<file path="config.mk">
export PLATFORM = sky130hd
export DESIGN_NAME = lut3d_cfg_streamer
export DESIGN_NICKNAME = d
export VERILOG_FILES = /design/src/rtl/lut3d_pkg.sv /design/src/rtl/lut3d_cfg_fifo.sv /design/src/rtl/lut3d_cfg_streamer.sv
export SDC_FILE = /design/constraint.sdc
export NUM_CORES = 1
export LEC_CHECK = 0
export ABC_AREA = 1
export CORE_ASPECT_RATIO = 2
export CORE_MARGIN = 2
export CORE_UTILIZATION = 40
export DETAILED_ROUTE_END_ITERATION = 6
export PLACE_DENSITY = 0.55
export SLEW_MARGIN = 40
export SYNTH_ARGS = -nofsm -noshare
export SYNTH_HDL_FRONTEND = slang
export SYNTH_SLANG_ARGS = --single-unit
</file>
<file path="constraint.sdc">
create_clock -name p_clk -period 3.85 [get_ports p_clk]
set_input_delay 1.155 -clock p_clk [delete_from_list [all_inputs] [get_ports p_clk]]
set_output_delay 1.155 -clock p_clk [all_outputs]
set_load 0.1 [all_outputs]
</file>
<file path="src/rtl/lut3d_pkg.sv">
// -----------------------------------------------------------------------------
// lut3d_pkg
// Shared definitions for the 3D-LUT configuration streamer:
//   - FSM state encodings (IDLE, LOAD, GEN, DONE)
//   - idx_bits(gs)                 : width of one grid-axis index counter
//   - lut_entries(gs)              : number of table entries, gs^3
//   - identity_val(idx, gs, cd)    : identity-ramp value for one channel
// No ports (package).
// -----------------------------------------------------------------------------
package lut3d_pkg;

  localparam logic [1:0] ST_IDLE = 2'd0;
  localparam logic [1:0] ST_LOAD = 2'd1;
  localparam logic [1:0] ST_GEN  = 2'd2;
  localparam logic [1:0] ST_DONE = 2'd3;

  function automatic int idx_bits(input int gs);
    return (gs > 2) ? $clog2(gs) : 1;
  endfunction

  function automatic int lut_entries(input int gs);
    return gs * gs * gs;
  endfunction

  // Rounded identity ramp: idx = 0 maps to 0, idx = gs-1 maps to full scale.
  function automatic int identity_val(input int idx, input int gs, input int cd);
    return (idx * ((1 << cd) - 1) + (gs - 1) / 2) / (gs - 1);
  endfunction

endpackage

</file>
<file path="src/rtl/lut3d_cfg_fifo.sv">
// -----------------------------------------------------------------------------
// lut3d_cfg_fifo
// Synchronous first-word-fall-through FIFO buffering host LUT entries.
// Ports:
//   p_clk, p_rstn   clock, asynchronous active-low reset
//   i_clear         synchronous flush (pointers and count to zero)
//   i_push, i_data  write one entry (ignored when full unless also popping)
//   i_pop           read one entry (ignored when empty)
//   o_data          head entry, valid whenever o_empty is low
//   o_full, o_empty occupancy flags
// -----------------------------------------------------------------------------
module lut3d_cfg_fifo #(
  parameter int DEPTH = 16,
  parameter int W     = 24
) (
  input  logic         p_clk,
  input  logic         p_rstn,
  input  logic         i_clear,
  input  logic         i_push,
  input  logic [W-1:0] i_data,
  input  logic         i_pop,
  output logic [W-1:0] o_data,
  output logic         o_full,
  output logic         o_empty
);
  localparam int AW = (DEPTH > 1) ? $clog2(DEPTH) : 1;

  logic [W-1:0]  mem_q [DEPTH];
  logic [AW-1:0] wr_ptr_q, wr_ptr_d;
  logic [AW-1:0] rd_ptr_q, rd_ptr_d;
  logic [AW:0]   cnt_q, cnt_d;
  logic          push_ok, pop_ok;

  assign o_full  = (cnt_q == (AW + 1)'(DEPTH));
  assign o_empty = (cnt_q == '0);
  // Head is read combinationally so an entry pushed at one edge can be
  // popped and registered downstream at the very next edge.
  assign o_data  = mem_q[rd_ptr_q];

  always_comb begin
    // A push into a full FIFO is legal when the same cycle pops.
    push_ok  = i_push && (!o_full || i_pop);
    pop_ok   = i_pop && !o_empty;
    wr_ptr_d = wr_ptr_q;
    rd_ptr_d = rd_ptr_q;
    cnt_d    = cnt_q;
    if (i_clear) begin
      wr_ptr_d = '0;
      rd_ptr_d = '0;
      cnt_d    = '0;
    end else begin
      if (push_ok) wr_ptr_d = wr_ptr_q + AW'(1);
      if (pop_ok)  rd_ptr_d = rd_ptr_q + AW'(1);
      case ({push_ok, pop_ok})
        2'b10:   cnt_d = cnt_q + (AW + 1)'(1);
        2'b01:   cnt_d = cnt_q - (AW + 1)'(1);
        default: cnt_d = cnt_q;
      endcase
    end
  end

  always_ff @(posedge p_clk or negedge p_rstn) begin
    if (!p_rstn) begin
      wr_ptr_q <= '0;
      rd_ptr_q <= '0;
      cnt_q    <= '0;
    end else begin
      wr_ptr_q <= wr_ptr_d;
      rd_ptr_q <= rd_ptr_d;
      cnt_q    <= cnt_d;
    end
  end

  always_ff @(posedge p_clk) begin
    if (push_ok) mem_q[wr_ptr_q] <= i_data;
  end

endmodule

</file>
<file path="src/rtl/lut3d_cfg_streamer.sv">
// -----------------------------------------------------------------------------
// lut3d_cfg_streamer
// Producer of the 3D-LUT configuration stream for the colour mapper. Host
// entries are buffered in a small FIFO and emitted as exactly GS^3 entries in
// grid order (R fastest, then G, then B); o_cfg_last marks the final entry.
// Optional macro LUT3D_IDENTITY_GEN_EN adds i_gen_identity, which makes
// i_start generate an identity table internally instead of loading from host.
// Ports:
//   p_clk, p_rstn        pixel clock, asynchronous active-low reset
//   i_start              one-cycle pulse, begin a table load
//   i_host_data/valid    host entry (R at LSBs, B at MSBs)
//   o_host_ready         host entry accepted when valid && ready
//   i_gen_identity       (macro only) start generates the identity table
//   o_cfg_data/valid     config entry to the mapper, no backpressure
//   o_cfg_last           high with the GS^3-th entry only
//   o_busy               high while loading or generating
//   o_done               one-cycle pulse after the last entry
//   o_err_start          sticky: i_start seen while busy
// -----------------------------------------------------------------------------
module lut3d_cfg_streamer
  import lut3d_pkg::*;
#(
  parameter int GS         = 33,
  parameter int LUT_CD     = 8,
  parameter int FIFO_DEPTH = 16
) (
  input  logic                p_clk,
  input  logic                p_rstn,
  input  logic                i_start,
  input  logic [LUT_CD*3-1:0] i_host_data,
  input  logic                i_host_valid,
`ifdef LUT3D_IDENTITY_GEN_EN
  input  logic                i_gen_identity,
`endif
  output logic                o_host_ready,
  output logic [LUT_CD*3-1:0] o_cfg_data,
  output logic                o_cfg_valid,
  output logic                o_cfg_last,
  output logic                o_busy,
  output logic                o_done,
  output logic                o_err_start
);
  localparam int DW    = LUT_CD * 3;
  localparam int N_ENT = lut_entries(GS);
  localparam int IW    = idx_bits(GS);
  localparam int CW    = $clog2(N_ENT + 1);
  localparam logic [IW-1:0] IDX_MAX = IW'(GS - 1);
  localparam logic [CW-1:0] CNT_MAX = CW'(N_ENT);

  logic [1:0]    state_q, state_d;
  logic [CW-1:0] acc_cnt_q, acc_cnt_d;
  logic [CW-1:0] emit_cnt_q, emit_cnt_d;
  logic [IW-1:0] r_q, r_d, g_q, g_d, b_q, b_d;
  logic [DW-1:0] cfg_data_q, cfg_data_d;
  logic          cfg_valid_q, cfg_valid_d;
  logic          cfg_last_q, cfg_last_d;
  logic          err_q, err_d;

  logic          in_load, in_gen, busy, start_ok, start_gen;
  logic          emit_full, push, pop, gen_emit, emit, at_max;
  logic          fifo_full, fifo_empty;
  logic [DW-1:0] fifo_rdata, emit_data;

  assign in_load   = (state_q == ST_LOAD);
  assign busy      = in_load || in_gen;
  assign start_ok  = (state_q == ST_IDLE) && i_start;
  assign emit_full = (emit_cnt_q == CNT_MAX);
  assign at_max    = (r_q == IDX_MAX) && (g_q == IDX_MAX) && (b_q == IDX_MAX);

  // Ready depends only on registered state, never on i_host_valid.
  assign o_host_ready = in_load && !fifo_full && (acc_cnt_q != CNT_MAX);
  assign push         = o_host_ready && i_host_valid;
  assign pop          = in_load && !fifo_empty && !emit_full;

`ifdef LUT3D_IDENTITY_GEN_EN
  // Identity ramp per axis, fixed at elaboration; one table serves all three
  // channels since each channel is indexed by its own axis counter.
  logic [LUT_CD-1:0] id_tab [GS];
  for (genvar gi = 0; gi < GS; gi++) begin : g_id_tab
    assign id_tab[gi] = LUT_CD'(identity_val(gi, GS, LUT_CD));
  end
  assign in_gen    = (state_q == ST_GEN);
  assign start_gen = i_gen_identity;
  assign gen_emit  = in_gen && !emit_full;
  assign emit_data = in_gen ? {id_tab[b_q], id_tab[g_q], id_tab[r_q]} : fifo_rdata;
`else
  assign in_gen    = 1'b0;
  assign start_gen = 1'b0;
  assign gen_emit  = 1'b0;
  assign emit_data = fifo_rdata;
`endif

  assign emit = pop || gen_emit;

  lut3d_cfg_fifo #(
    .DEPTH (FIFO_DEPTH),
    .W     (DW)
  ) u_fifo (
    .p_clk   (p_clk),
    .p_rstn  (p_rstn),
    .i_clear (start_ok),
    .i_push  (push),
    .i_data  (i_host_data),
    .i_pop   (pop),
    .o_data  (fifo_rdata),
    .o_full  (fifo_full),
    .o_empty (fifo_empty)
  );

  always_comb begin
    state_d = state_q;
    case (state_q)
      ST_IDLE: if (i_start) state_d = start_gen ? ST_GEN : ST_LOAD;
      ST_DONE: state_d = ST_IDLE;
      // LOAD or GEN: leave once every entry has been emitted, so DONE
      // follows the cycle that carries o_cfg_last.
      default: if (emit_full) state_d = ST_DONE;
    endcase
  end

  always_comb begin
    acc_cnt_d   = acc_cnt_q;
    emit_cnt_d  = emit_cnt_q;
    r_d         = r_q;
    g_d         = g_q;
    b_d         = b_q;
    err_d       = err_q;
    cfg_valid_d = emit;
    cfg_last_d  = emit && at_max;
    cfg_data_d  = emit ? emit_data : cfg_data_q;
    if (start_ok) begin
      acc_cnt_d  = '0;
      emit_cnt_d = '0;
      r_d        = '0;
      g_d        = '0;
      b_d        = '0;
      err_d      = 1'b0;
    end else begin
      if (i_start && busy) err_d = 1'b1;
      if (push) acc_cnt_d = acc_cnt_q + CW'(1);
      if (emit) begin
        emit_cnt_d = emit_cnt_q + CW'(1);
        // R is fastest; each axis wraps at GS-1 and carries upward.
        if (r_q != IDX_MAX) begin
          r_d = r_q + IW'(1);
        end else begin
          r_d = '0;
          if (g_q != IDX_MAX) begin
            g_d = g_q + IW'(1);
          end else begin
            g_d = '0;
            b_d = (b_q == IDX_MAX) ? '0 : b_q + IW'(1);
          end
        end
      end
    end
  end

  always_ff @(posedge p_clk or negedge p_rstn) begin
    if (!p_rstn) begin
      state_q     <= ST_IDLE;
      acc_cnt_q   <= '0;
      emit_cnt_q  <= '0;
      r_q         <= '0;
      g_q         <= '0;
      b_q         <= '0;
      cfg_data_q  <= '0;
      cfg_valid_q <= 1'b0;
      cfg_last_q  <= 1'b0;
      err_q       <= 1'b0;
    end else begin
      state_q     <= state_d;
      acc_cnt_q   <= acc_cnt_d;
      emit_cnt_q  <= emit_cnt_d;
      r_q         <= r_d;
      g_q         <= g_d;
      b_q         <= b_d;
      cfg_data_q  <= cfg_data_d;
      cfg_valid_q <= cfg_valid_d;
      cfg_last_q  <= cfg_last_d;
      err_q       <= err_d;
    end
  end

  assign o_cfg_data  = cfg_data_q;
  assign o_cfg_valid = cfg_valid_q;
  assign o_cfg_last  = cfg_last_q;
  assign o_busy      = busy;
  assign o_done      = (state_q == ST_DONE);
  assign o_err_start = err_q;

endmodule

</file>
==> reports/results.txt, run 1 <==
H-tree levels - 2
Max stage delay on crit path - 0.39 ns
Clock Path Buffers - 3
Largest family of logic cells by synthesized area - compound AO/OA/AOI/OAI gates
Period utilization - 77.7%
Hold Path Class - in2async
GRT Residual Overflow - 0
Syn Nets - 1679
CTS tree - yes
Post_cts resized - 0
Netlist Area Pre-Place - 19700 um2
Std cell rows - 114
Worst setup EP type - output pin
Hold buffer count at CTS - 0
WS Path Type - reg2out
R2R setup slack - 1.29 ns
Post-route ant nets - 0
Synth warnings - 0
WL/cell - 21.7 um
CP startpoint - acc_cnt_q[1]
First-iteration detailed-routing DRC count - 1009
Antenna Diode Count - 0
Worst Setup Slack, final - 0.857 ns
Register area share after synthesis - 70.4%
Top_reg_cell synth - edfxtp_1
Area Overhead vs Synth - 14.8%
CP startpoint kind - flop
Via density - 5.51
CTS sink count - 476
Max cap viols - 0
Area leader, netlist - edfxtp_1
Multiplexer share of the synthesized area - 0%
RSZ-0062 raised after global routing - no
Fin crit period - 2.99 ns
Max Slew Vio Count - 0
Routability-driven placement congestion ratio - 0.843
# DRC - 0
Pwr/cell area - 777 nW/um2
FF+latch count, synth - 476
Clk Latency, worst-skew pair - 0.57 ns
Max FO, Critical Path - 3
Final hold viol count - 0
Final instance area - 22600 um2
Leak - 7.88 nW
CTS buffer count - 42
Worst r2r src - state_q[1]
CP Cell Sequence - inv_1 -> ha_1 -> inv_1 -> nor2_1 -> nand2_1 -> nor2_1 -> a21oi_2 -> buf_4
Placed inst area - 21100 um2
Die Wd - 161 um
Layout cell share with drive strength beyond 1 - 11.1%
Post-CTS Setup Bufs - 0
Fill count - 4448
Worst-Margin Slew - 0.797 ns
Die area - 51000 um2
CP max-delay cell - dfrtp_1
Overall track demand over capacity in global routing - 20.2%
CTS root buffer - clkbuf_16
Initial Utilization - 40.5%
Synth async-reset ratio - 19.3%
Die height - 317 um
Number of global-route vias before repair - 13.3k
Synthesized area per cell - 12.1 um2
Routed Wire Length - 51.0 mm
Clock-pin slew on the worst setup and hold paths - 0.06 ns
Worst r2r dst - b_q[5]
Post-synthesis cell type count - 42
Cells after synthesis - 1630
Max_slew headroom - 46.7%
Max VDD drop - 0.474 mV
Global-route wire length before repair - 79.2 mm
Finished Core Util - 46.5%
Vias after detailed routing - 13.0k
XOR/XNOR Fraction of Synth Area - 0.669%
Adder-cell share of the synthesized area - 1.34%
R2R cell count - 12
IO Pins - 58
DRT Pass-1 Iters - 5
Setup violators final - 0
Fmax - 334 MHz
EDFF count, synth - 384
Status - finished clean
Initial antenna violation count - 0
Synth top area cells - edfxtp_1 59%, dfrtp_1 12%, nor2_1 6.0%
PortBufs - 57
Setup Skew - 0.0309 ns
Nets - 1731
Detailed Place HPWL - 31.3 mm
Complex-gate fraction of the synthesized area - 12.1%
Simple-Gate Fraction of Synth Area - 12.0%
Data arrival, critical path - 1.84 ns
Setup total negative slack - 0 ns
Largest net degree at the start of global routing - 163
CP required - 2.69 ns
Post-synth top area share - 58.7%
Dpl ws - 0.608 ns
Core Area - 48500 um2
[cells in the mapped netlist (6+ instances only)]
library cell and instances:
a21oi_1 25, a31oi_1 25, buf_2 27, clkbuf_1 59, dfrtp_1 92, edfxtp_1 384
ha_1 21, inv_1 63, inv_2 11, nand2_1 107, nand2_2 9, nand3_1 74
nor2_1 315, nor3_1 18, nor4_1 6, o21ai_0 229, o21ai_1 8, o221ai_1 72
o22ai_1 28, o31ai_1 7, xor2_1 13
[flip-flops by register name, summed over array words and instances, names as in the netlist]
register         cells
u_fifo.mem_q       384
o_cfg_data          24
acc_cnt_q           16
emit_cnt_q          16
b_q                  6
g_q                  6
r_q                  6
u_fifo.cnt_q         5
u_fifo.rd_ptr_q      4
u_fifo.wr_ptr_q      4
state_q              2
o_cfg_last           1
o_cfg_valid          1
o_err_start          1
[cell families after synthesis]
family,Yosys count
xor+xnor,15
simple gates,550
flops,476
buf+inv,167
compound gates,401
fa+ha+maj,21
[cell usage in the layout, fill, tap and decap left out, types with 18 or more instances in the layout]
| cell | netlist | final |
|---|---|---|
| a21oi_1 | 25 | 24 |
| a31oi_1 | 25 | 25 |
| buf_4 | 0 | 59 |
| clkbuf_16 | 0 | 43 |
| clkdlybuf4s50_1 | 0 | 26 |
| dfrtp_1 | 92 | 89 |
| edfxtp_1 | 384 | 384 |
| ha_1 | 21 | 21 |
| inv_1 | 63 | 63 |
| nand2_1 | 107 | 107 |
| nand3_1 | 74 | 74 |
| nor2_1 | 315 | 299 |
| nor3_1 | 18 | 18 |
| o21ai_0 | 229 | 229 |
| o221ai_1 | 72 | 72 |
| o22ai_1 | 28 | 28 |
[final cells by class]
type                       instances  area, um2  area share (%)
clock buffer                      56       1120            4.99
clock inverter                    21        297            1.31
inverter                          77        297            1.31
multi-input combinational        987       5250            23.3
sequential                       476      13800            61.4
tap                              638        798            3.54
timing repair buffer              98        948            4.21
[critical path: cells and delay by family, from the launching register on]
| kind | cells | cell delay, ns |
|---|---|---|
| DFF | 1 | 0.39 |
| buffers and inverters | 3 | 0.36 |
| and+or+nand+nor | 3 | 0.30 |
| adders and majority gates | 1 | 0.15 |
| AOI/OAI and AO/OA | 1 | 0.08 |
[per-layer routing]
layer  share of wire, %  routed length (um)  vias up  GRT usage [%]
met5                  0                   0        -              0
met4                3.0                1520        0           7.22
met1                 38               19300     6520           23.2
met3                3.8                1910       91           2.03
met2                 55               28300      323           38.4
li1                   -                   -     6023              -
[where the power goes]
| group | total [mW] | leakage (nW) | internal (mW) | switching, mW |
|---|---|---|---|---|
| registers | 6.81 | 4.58 | 6.34 | 0.463 |
| logic | 6.31 | 2.62 | 1.71 | 4.61 |
| clock network | 4.40 | 0.681 | 2.54 | 1.87 |
[metrics by stage]
step / hold slack [ns] / instances / power [mW]
2_1_floorplan: 0.478 / 1630 / 11.1
3_3_place_gp: 0.493 / 2276 / 13.2
3_5_place_dp: 0.505 / 2276 / 13.3
4_1_cts: 0.507 / 2353 / 17.7
5_1_grt: 0.530 / 2353 / 18.5
6_report: 0.520 / 2353 / 17.5
[how the worst max path moves through the flow]
stage | end | slack [ns] | cells past startpoint
floorplan | u_fifo.mem_q[0][0] | 0.26 | 10
global route | o_host_ready | 0.68 | 8
CTS | o_host_ready | 0.81 | 8
finish | o_host_ready | 0.86 | 8
global placement | u_fifo.mem_q[7][19] | 0.61 | 6
detailed placement | u_fifo.mem_q[7][19] | 0.61 | 6
Power figures use the tool's default switching activity.
==> run 2, diff against run 1 <==
--- a/config.mk
+++ b/config.mk
@@ -10,7 +10,7 @@
 export CORE_MARGIN = 2
 export CORE_UTILIZATION = 40
 export DETAILED_ROUTE_END_ITERATION = 6
-export PLACE_DENSITY = 0.55
+export PLACE_DENSITY = 0.57
 export SLEW_MARGIN = 40
 export SYNTH_ARGS = -nofsm -noshare
 export SYNTH_HDL_FRONTEND = slang
==> constraint.sdc (replaced) <==
create_clock -name p_clk -period 2.4 [get_ports p_clk]
set_input_delay 0.72 -clock p_clk [delete_from_list [all_inputs] [get_ports p_clk]]
set_output_delay 0.72 -clock p_clk [all_outputs]
set_load 0.1 [all_outputs]
==> run 2 against run 1 <==
Against the previous run:
- the flow now finishes with violations (setup timing)
- power increased by 72%
- via count up 3.9%
- worst setup slack worse by 0.91 ns
- flip-flop and latch count unchanged
- sequential share of layout area down 3.8 points
==> reports/results.txt, run 2 (same netlist as run 1, synthesis figures left out) <==
Status - finished, violations left (was finished clean)
Failing checks - setup timing
Global-route wire length before repair - 81.8 mm (was 79.2 mm)
# DRC - 0 (unchanged)
Worst-Margin Slew - 0.739 ns (was 0.797 ns)
Worst setup EP type - output pin (unchanged)
CTS root buffer - clkbuf_16 (unchanged)
Nets - 1835 (was 1731)
Placed inst area - 22200 um2 (was 21100 um2)
Max cap viols - 0 (unchanged)
Final instance area - 24000 um2 (was 22600 um2)
Number of flip-flops in the largest register - 384 (unchanged)
Max VDD drop - 0.714 mV (was 0.474 mV)
CP max-delay cell - dfrtp_1 (unchanged)
Post-route ant nets - 0 (unchanged)
Most common cell after layout, fill and taps aside - edfxtp_1 (unchanged)
Clock-pin slew on the worst setup and hold paths - 0.06 ns (about the same)
H-tree levels - 2 (unchanged)
R2R cell count - 14 (was 12)
Pwr/cell area - 1250 nW/um2 (was 777 nW/um2)
Setup total negative slack - -0.0530 ns (was 0 ns)
Setup violators final - 1 (was 0)
Die height - 317 um (unchanged)
GRT Residual Overflow - 0 (unchanged)
Via density - 5.48 (was 5.51)
Number of global-route vias before repair - 13.9k (was 13.3k)
Finished Core Util - 49.6% (was 46.5%)
Detailed Place HPWL - 36.4 mm (was 31.3 mm)
CTS sink count - 476 (unchanged)
Max FO, Critical Path - 6 (was 3)
Largest net degree at the start of global routing - 84 (was 163)
Layout cell share with drive strength beyond 1 - 17.9% (was 11.1%)
Antenna Diode Count - 0 (unchanged)
Vias after detailed routing - 13.5k (was 13.0k)
Area Overhead vs Synth - 22.3% (was 14.8%)
Fill count - 4258 (was 4448)
CP startpoint kind - flop (unchanged)
Overall track demand over capacity in global routing - 21.1% (was 20.2%)
Initial Utilization - 40.5% (unchanged)
Fin crit period - 2.45 ns
Fmax - 408 MHz
Routed Wire Length - 54.8 mm (was 51.0 mm)
CTS tree - yes (unchanged)
Routability-driven placement congestion ratio - 0.837 (was 0.843)
Setup Skew - 0.0255 ns (was 0.0309 ns)
Die Wd - 161 um (unchanged)
Hold Path Class - in2async (unchanged)
Initial antenna violation count - 0 (unchanged)
Worst Setup Slack, final - -0.0530 ns (was 0.857 ns)
CP Cell Sequence - nor2_1 -> nand2_1 -> nor2_2 -> buf_4 -> a21oi_4 -> buf_12 (was inv_1 -> ha_1 -> inv_1 -> nor2_1 -> nand2_1 -> nor2_1 -> a21oi_2 -> buf_4)
DRT Pass-1 Iters - 7 (was 5)
Max stage delay on crit path - 0.43 ns (was 0.39 ns)
Period utilization - 102%
Clock Path Buffers - 3 (unchanged)
Most frequent cells in the layout - 384 x edfxtp_1, 294 x nor2_1, 228 x o21ai_0, 125 x buf_4, 98 x nand2_1 (was 384 x edfxtp_1, 299 x nor2_1, 229 x o21ai_0, 107 x nand2_1, 89 x dfrtp_1)
Core Area - 48500 um2 (unchanged)
Max Slew Vio Count - 0 (unchanged)
Final Power - 30.1 mW (was 17.5 mW)
Data arrival, critical path - 1.73 ns (was 1.84 ns)
Final hold viol count - 0 (unchanged)
CP required - 1.68 ns (was 2.69 ns)
CTS buffer count - 43 (was 42)
Max_slew headroom - 50.6% (was 46.7%)
WS Path Type - reg2out (unchanged)
Most flops, register - u_fifo.mem_q (unchanged)
IO Pins - 58 (unchanged)
PortBufs - 57 (unchanged)
Leak - 8.61 nW (was 7.88 nW)
Die area - 51000 um2 (unchanged)
Clk Latency, worst-skew pair - 0.57 ns (about the same)
Hold_ws - 0.0272 ns (was 0.520 ns)
Std cell rows - 114 (unchanged)
First-iteration detailed-routing DRC count - 985 (was 1009)
WL/cell - 22.3 um (was 21.7 um)
RSZ-0062 raised after global routing - yes (was no)
## run 2: cell count changes in the layout (fill, tap and decap cells not counted), moves of 3 or more
cell and change:
buf_6 +4, clkbuf_16 +4, nor2_2 +3, inv_1 -4
nand2_1 -9, buf_12 +30, clkinv_1 -6, nor2_1 -5
inv_2 +4, clkbuf_8 +5, nand2_4 +4, buf_4 +66
nand2_2 +4
## run 2: worst max-delay path, delay by kind of cell, from the launching register on
| family | cells | cell delay, ns |
|---|---|---|
| buf+inv | 2 | 0.30 |
| simple gates | 3 | 0.39 |
| flops | 1 | 0.43 |
| compound gates | 1 | 0.05 |
## run 2: layer usage
layer	vias to the layer above	part of all wire, %	GRT usage, %	routed length [um]
met5	-	0	0	0
met4	0	4.9	10.0	2690
met1	6775	35	21.6	19200
li1	6244	-	-	-
met2	325	57	41.9	31000
met3	116	3.6	2.22	2000
## run 2: power by group
group / leakage, nW / internal [mW] / switching [mW] / total (mW)
clock: 0.744 / 4.42 / 3.08 / 7.49
combinational: 3.28 / 3.65 / 8.09 / 11.7
sequential: 4.58 / 10.2 / 0.654 / 10.8
total: 8.61 / 18.2 / 11.8 / 30.1
## run 2: worst paths after layout
check                                   from              endpoint  slack (ns)
min in group p_clk               o_err_start           o_err_start        0.50
worst max register to register  acc_cnt_q[0]  u_fifo.mem_q[13][21]        0.05
max in group asynchronous             p_rstn         emit_cnt_q[6]        1.78
worst min register to register   o_err_start           o_err_start        0.50
worst min-delay path                  p_rstn                g_q[3]        0.03
worst max-delay path            acc_cnt_q[3]          o_host_ready       -0.05
## run 2: through the flow
| stage | instances | worst slack (ns) |
|---|---|---|
| after CTS | 2444 | -0.0937 |
| after global placement | 2362 | -0.0885 |
| after global routing | 2458 | -0.108 |
| after floorplan | 1630 | 0.0135 |
| final | 2458 | -0.0530 |
| after detailed placement | 2362 | -0.0773 |
## run 2: final cells by class
cell class	instances	area, um2	area share (%)
tap	638	798	3.32
sequential	476	13800	57.6
inverter	77	299	1.24
timing repair buffer	201	2170	9.05
multi-input combinational	987	5390	22.4
clock buffer	61	1210	5.06
clock inverter	18	313	1.30
## run 2: what timing repair did
item / CTS / global route
pin swaps: 2 / 8
setup buffers: 4 / 9
gates cloned: 0 / 5
setup endpoints to repair: 1 / 388
gates resized for setup: 3 / 29
hold buffers: 0 / 0
==> run 3, diff against run 2 <==
--- a/config.mk
+++ b/config.mk
@@ -5,9 +5,7 @@
 export SDC_FILE = /design/constraint.sdc
 export NUM_CORES = 1
 export LEC_CHECK = 0
-export ABC_AREA = 1
 export CORE_ASPECT_RATIO = 2
-export CORE_MARGIN = 2
 export CORE_UTILIZATION = 40
 export DETAILED_ROUTE_END_ITERATION = 6
 export PLACE_DENSITY = 0.57
==> run 3 against run 2 <==
Against the previous run:
- the run still ends with setup timing left
- register-to-register slack lost 0.55 ns
- combinational power down 9%
- synthesized cell count decreased by 36%
- sequential share of layout area decreased by 1.2 points
- first-iteration DRC count decreased by 27%
- critical path depth up 4
- routed wire length fell by 15%
- non-clock buffer count grew 47
- clock skew decreased by 0.0052 ns
- final area is 2.1% higher
- clock power fell by 8.8%
- critical path type is now reg2reg
- largest cell class unchanged
- highest routed layer unchanged
==> reports/results.txt, run 3 <==
Status - finished, violations left (unchanged)
Failing checks - setup timing (unchanged)
Die Wd - 156 um (was 161 um)
H-tree levels - 2 (unchanged)
Worst setup EP type - flop (was output pin)
Syn Nets - 1089 (was 1679)
Clock Path Buffers - 3 (unchanged)
Initial Utilization - 40.7% (was 40.5%)
Post-synth top area share - 60.5% (was 58.7%)
Post-synthesis cell type count - 59 (was 42)
Max FO, Critical Path - 4 (was 6)
Fin crit period - 2.90 ns (was 2.45 ns)
First-iteration detailed-routing DRC count - 715 (was 985)
Routability-driven placement congestion ratio - 0.750 (was 0.837)
Fmax - 345 MHz (was 408 MHz)
Max Slew Vio Count - 0 (unchanged)
DRT Pass-1 Iters - 5 (was 7)
Final cell count without fillers - 1946 (was 2458)
Post-route ant nets - 0 (unchanged)
Area Overhead vs Synth - 28.8% (was 22.3%)
Hold_ws - 0.0572 ns (was 0.0272 ns)
Setup violators final - 397 (was 1)
Synth async-reset ratio - 19.3% (unchanged)
Largest net degree at the start of global routing - 46 (was 84)
Die area - 48500 um2 (was 51000 um2)
Antenna Diode Count - 0 (unchanged)
Overall track demand over capacity in global routing - 19.7% (was 21.1%)
Most flops, register - u_fifo.mem_q (unchanged)
Synthesized area per cell - 18.3 um2 (was 12.1 um2)
Post-synth top cells - 384 x edfxtp_1, 120 x mux4_2, 112 x nand2_1, 92 x dfrtp_1, 73 x nor2_1 (was 384 x edfxtp_1, 315 x nor2_1, 229 x o21ai_0, 107 x nand2_1, 92 x dfrtp_1)
DP Cell Count - 1804 (was 2362)
Leak - 8.77 nW (was 8.61 nW)
Synth warnings - 0 (unchanged)
Global-route wire length before repair - 69.3 mm (was 81.8 mm)
Max VDD drop - 0.846 mV (was 0.714 mV)
CTS sink count - 476 (unchanged)
Nets - 1335 (was 1835)
Clk Latency, worst-skew pair - 0.57 ns (about the same)
WS Path Type - reg2reg (was reg2out)
Clock-pin slew on the worst setup and hold paths - 0.07 ns (was 0.06 ns)
Detailed Place HPWL - 27.9 mm (was 36.4 mm)
Most frequent cells in the layout - 384 x edfxtp_1, 120 x mux4_2, 111 x buf_4, 108 x nand2_1, 89 x dfrtp_1 (was 384 x edfxtp_1, 294 x nor2_1, 228 x o21ai_0, 125 x buf_4, 98 x nand2_1)
Setup total negative slack - -106.34 ns (was -0.0530 ns)
Top_reg_cell synth - edfxtp_1 (unchanged)
CP startpoint kind - flop (unchanged)
Setup Skew - 0.0203 ns (was 0.0255 ns)
Final Power - 28.5 mW (was 30.1 mW)
Std cell rows - 112 (was 114)
Worst-Margin Slew - 0.726 ns (was 0.739 ns)
Via density - 5.26 (was 5.48)
EDFF count, synth - 384 (unchanged)
Period utilization - 121% (was 102%)
Placed inst area - 21800 um2 (was 22200 um2)
Routed Wire Length - 46.4 mm (was 54.8 mm)
PortBufs - 57 (unchanged)
# DRC - 0 (unchanged)
CTS buffer count - 43 (unchanged)
Worst Setup Slack, final - -0.495 ns (was -0.0530 ns)
Final hold viol count - 0 (unchanged)
Register area share after synthesis - 72.6% (was 70.4%)
Count leader, synth - edfxtp_1 (unchanged)
Most common cell after layout, fill and taps aside - edfxtp_1 (unchanged)
Number of global-route vias before repair - 11.1k (was 13.9k)
RSZ-0062 raised after global routing - yes (unchanged)
FF+latch count, synth - 476 (unchanged)
Cells after synthesis - 1040 (was 1630)
IO Pins - 58 (unchanged)
Max cap viols - 0 (unchanged)
Vias after detailed routing - 10.2k (was 13.5k)
Synth top area cells - edfxtp_1 61%, mux4_2 14%, dfrtp_1 12% (was edfxtp_1 59%, dfrtp_1 12%, nor2_1 6.0%)
Area leader, netlist - edfxtp_1 (unchanged)
Fill count - 3772 (was 4258)
Number of flip-flops in the largest register - 384 (unchanged)
CTS tree - yes (unchanged)
Final instance area - 24500 um2 (was 24000 um2)
WL/cell - 23.9 um (was 22.3 um)
Hold buffer count at CTS - 0 (unchanged)
Layout cell share with drive strength beyond 1 - 34.6% (was 17.9%)
Pwr/cell area - 1160 nW/um2 (was 1250 nW/um2)
CTS root buffer - clkbuf_16 (unchanged)
Hold Path Class - in2async (unchanged)
Core Area - 46800 um2 (was 48500 um2)
Die height - 311 um (was 317 um)
Initial antenna violation count - 0 (unchanged)
GRT Residual Overflow - 0 (unchanged)
Data arrival, critical path - 3.34 ns (was 1.73 ns)
Netlist Area Pre-Place - 19000 um2 (was 19700 um2)
CP required - 2.84 ns (was 1.68 ns)
Max_slew headroom - 51.3% (was 50.6%)
==> run 3: changes by cell type after synthesis, sizes merged, moves of 13 or more <==
cell and change:
a21oi -14, a31oi -24, buf -15, clkbuf -28, inv -56, mux4 +120
nand3 -64, nor2 -247, o21ai -229, o221ai -72, o22ai -28, xnor2 +14
xor2 +13
==> run 3: timing repair <==
item | CTS | global route
hold endpoints to repair | 0 | 0
buffers inserted | 31 | 13
pin swaps | 13 | 13
gates resized for setup | 59 | 22
endpoints found under the setup margin | 414 | 442
cloned | 20 | 2
==> run 3: area by class of cell <==
class | instances | area (um2) | share of cell area [%]
clock buffers | 59 | 1190 | 4.84
clock inverters | 19 | 189 | 0.770
inverters | 19 | 71.3 | 0.291
multi-input cells | 498 | 5250 | 21.4
flip-flops and latches | 476 | 13800 | 56.4
well taps | 627 | 785 | 3.20
repair buffers | 248 | 3200 | 13.0
==> run 3: power by group <==
part           internal, mW  switching, mW  total, mW
Combinational          4.90           5.82       10.7
Clock                  3.81           3.02       6.83
Sequential             10.2          0.708       10.9
Total                  18.9           9.55       28.5
==> run 3: worst paths after layout <==
kind	to	slack (ns)	depth (start not counted)	from
setup / recovery	u_fifo.cnt_q[3]	-0.50	10	acc_cnt_q[1]
hold / removal	acc_cnt_q[14]	0.06	1	p_rstn
setup reg to reg	u_fifo.cnt_q[3]	-0.50	10	acc_cnt_q[1]
hold reg to reg	o_cfg_data[11]	0.48	2	o_cfg_data[11]
max in group asynchronous	o_cfg_data[22]	1.75	2	p_rstn
min in group p_clk	o_cfg_data[11]	0.48	2	o_cfg_data[11]
==> run 3: cell families after synthesis <==
group                    synth area share [%]
flip-flops                               72.6
AND/OR/NAND/NOR                          6.60
multiplexers                             14.5
buffers and inverters                    1.41
AO/OA/AOI/OAI                            1.54
XOR/XNOR                                 1.93
adder cells (fa/ha/maj)                  1.38
==> run 3: stage by stage <==
stage | setup slack [ns] | util, %
final | -0.495 | 52.4
after global routing | -0.616 | 52.4
after CTS | -0.538 | 51.8
after detailed placement | -0.601 | 46.6
after global placement | -0.529 | 46.6
after floorplan | -0.545 | -
==> run 3: worst max-delay path, stage by stage, from the launching register on <==
cell and delay, ns:
dfrtp_1 0.38, inv_1 0.06, ha_1 0.12, or4b_4 0.46, o41a_1 0.38, a211oi_4 0.26
buf_4 0.17, ha_4 0.20, and2b_2 0.19, a221o_1 0.28, o31a_1 0.27
==> run 3: routing by layer <==
layer | global-route usage, % | share of wire (%) | up-vias
met4 | 6.93 | 2.9 | 0
met1 | 22.0 | 36 | 5415
li1 | - | - | 4561
met2 | 37.5 | 58 | 194
met3 | 2.70 | 3.4 | 69
met5 | 0 | 0 | -
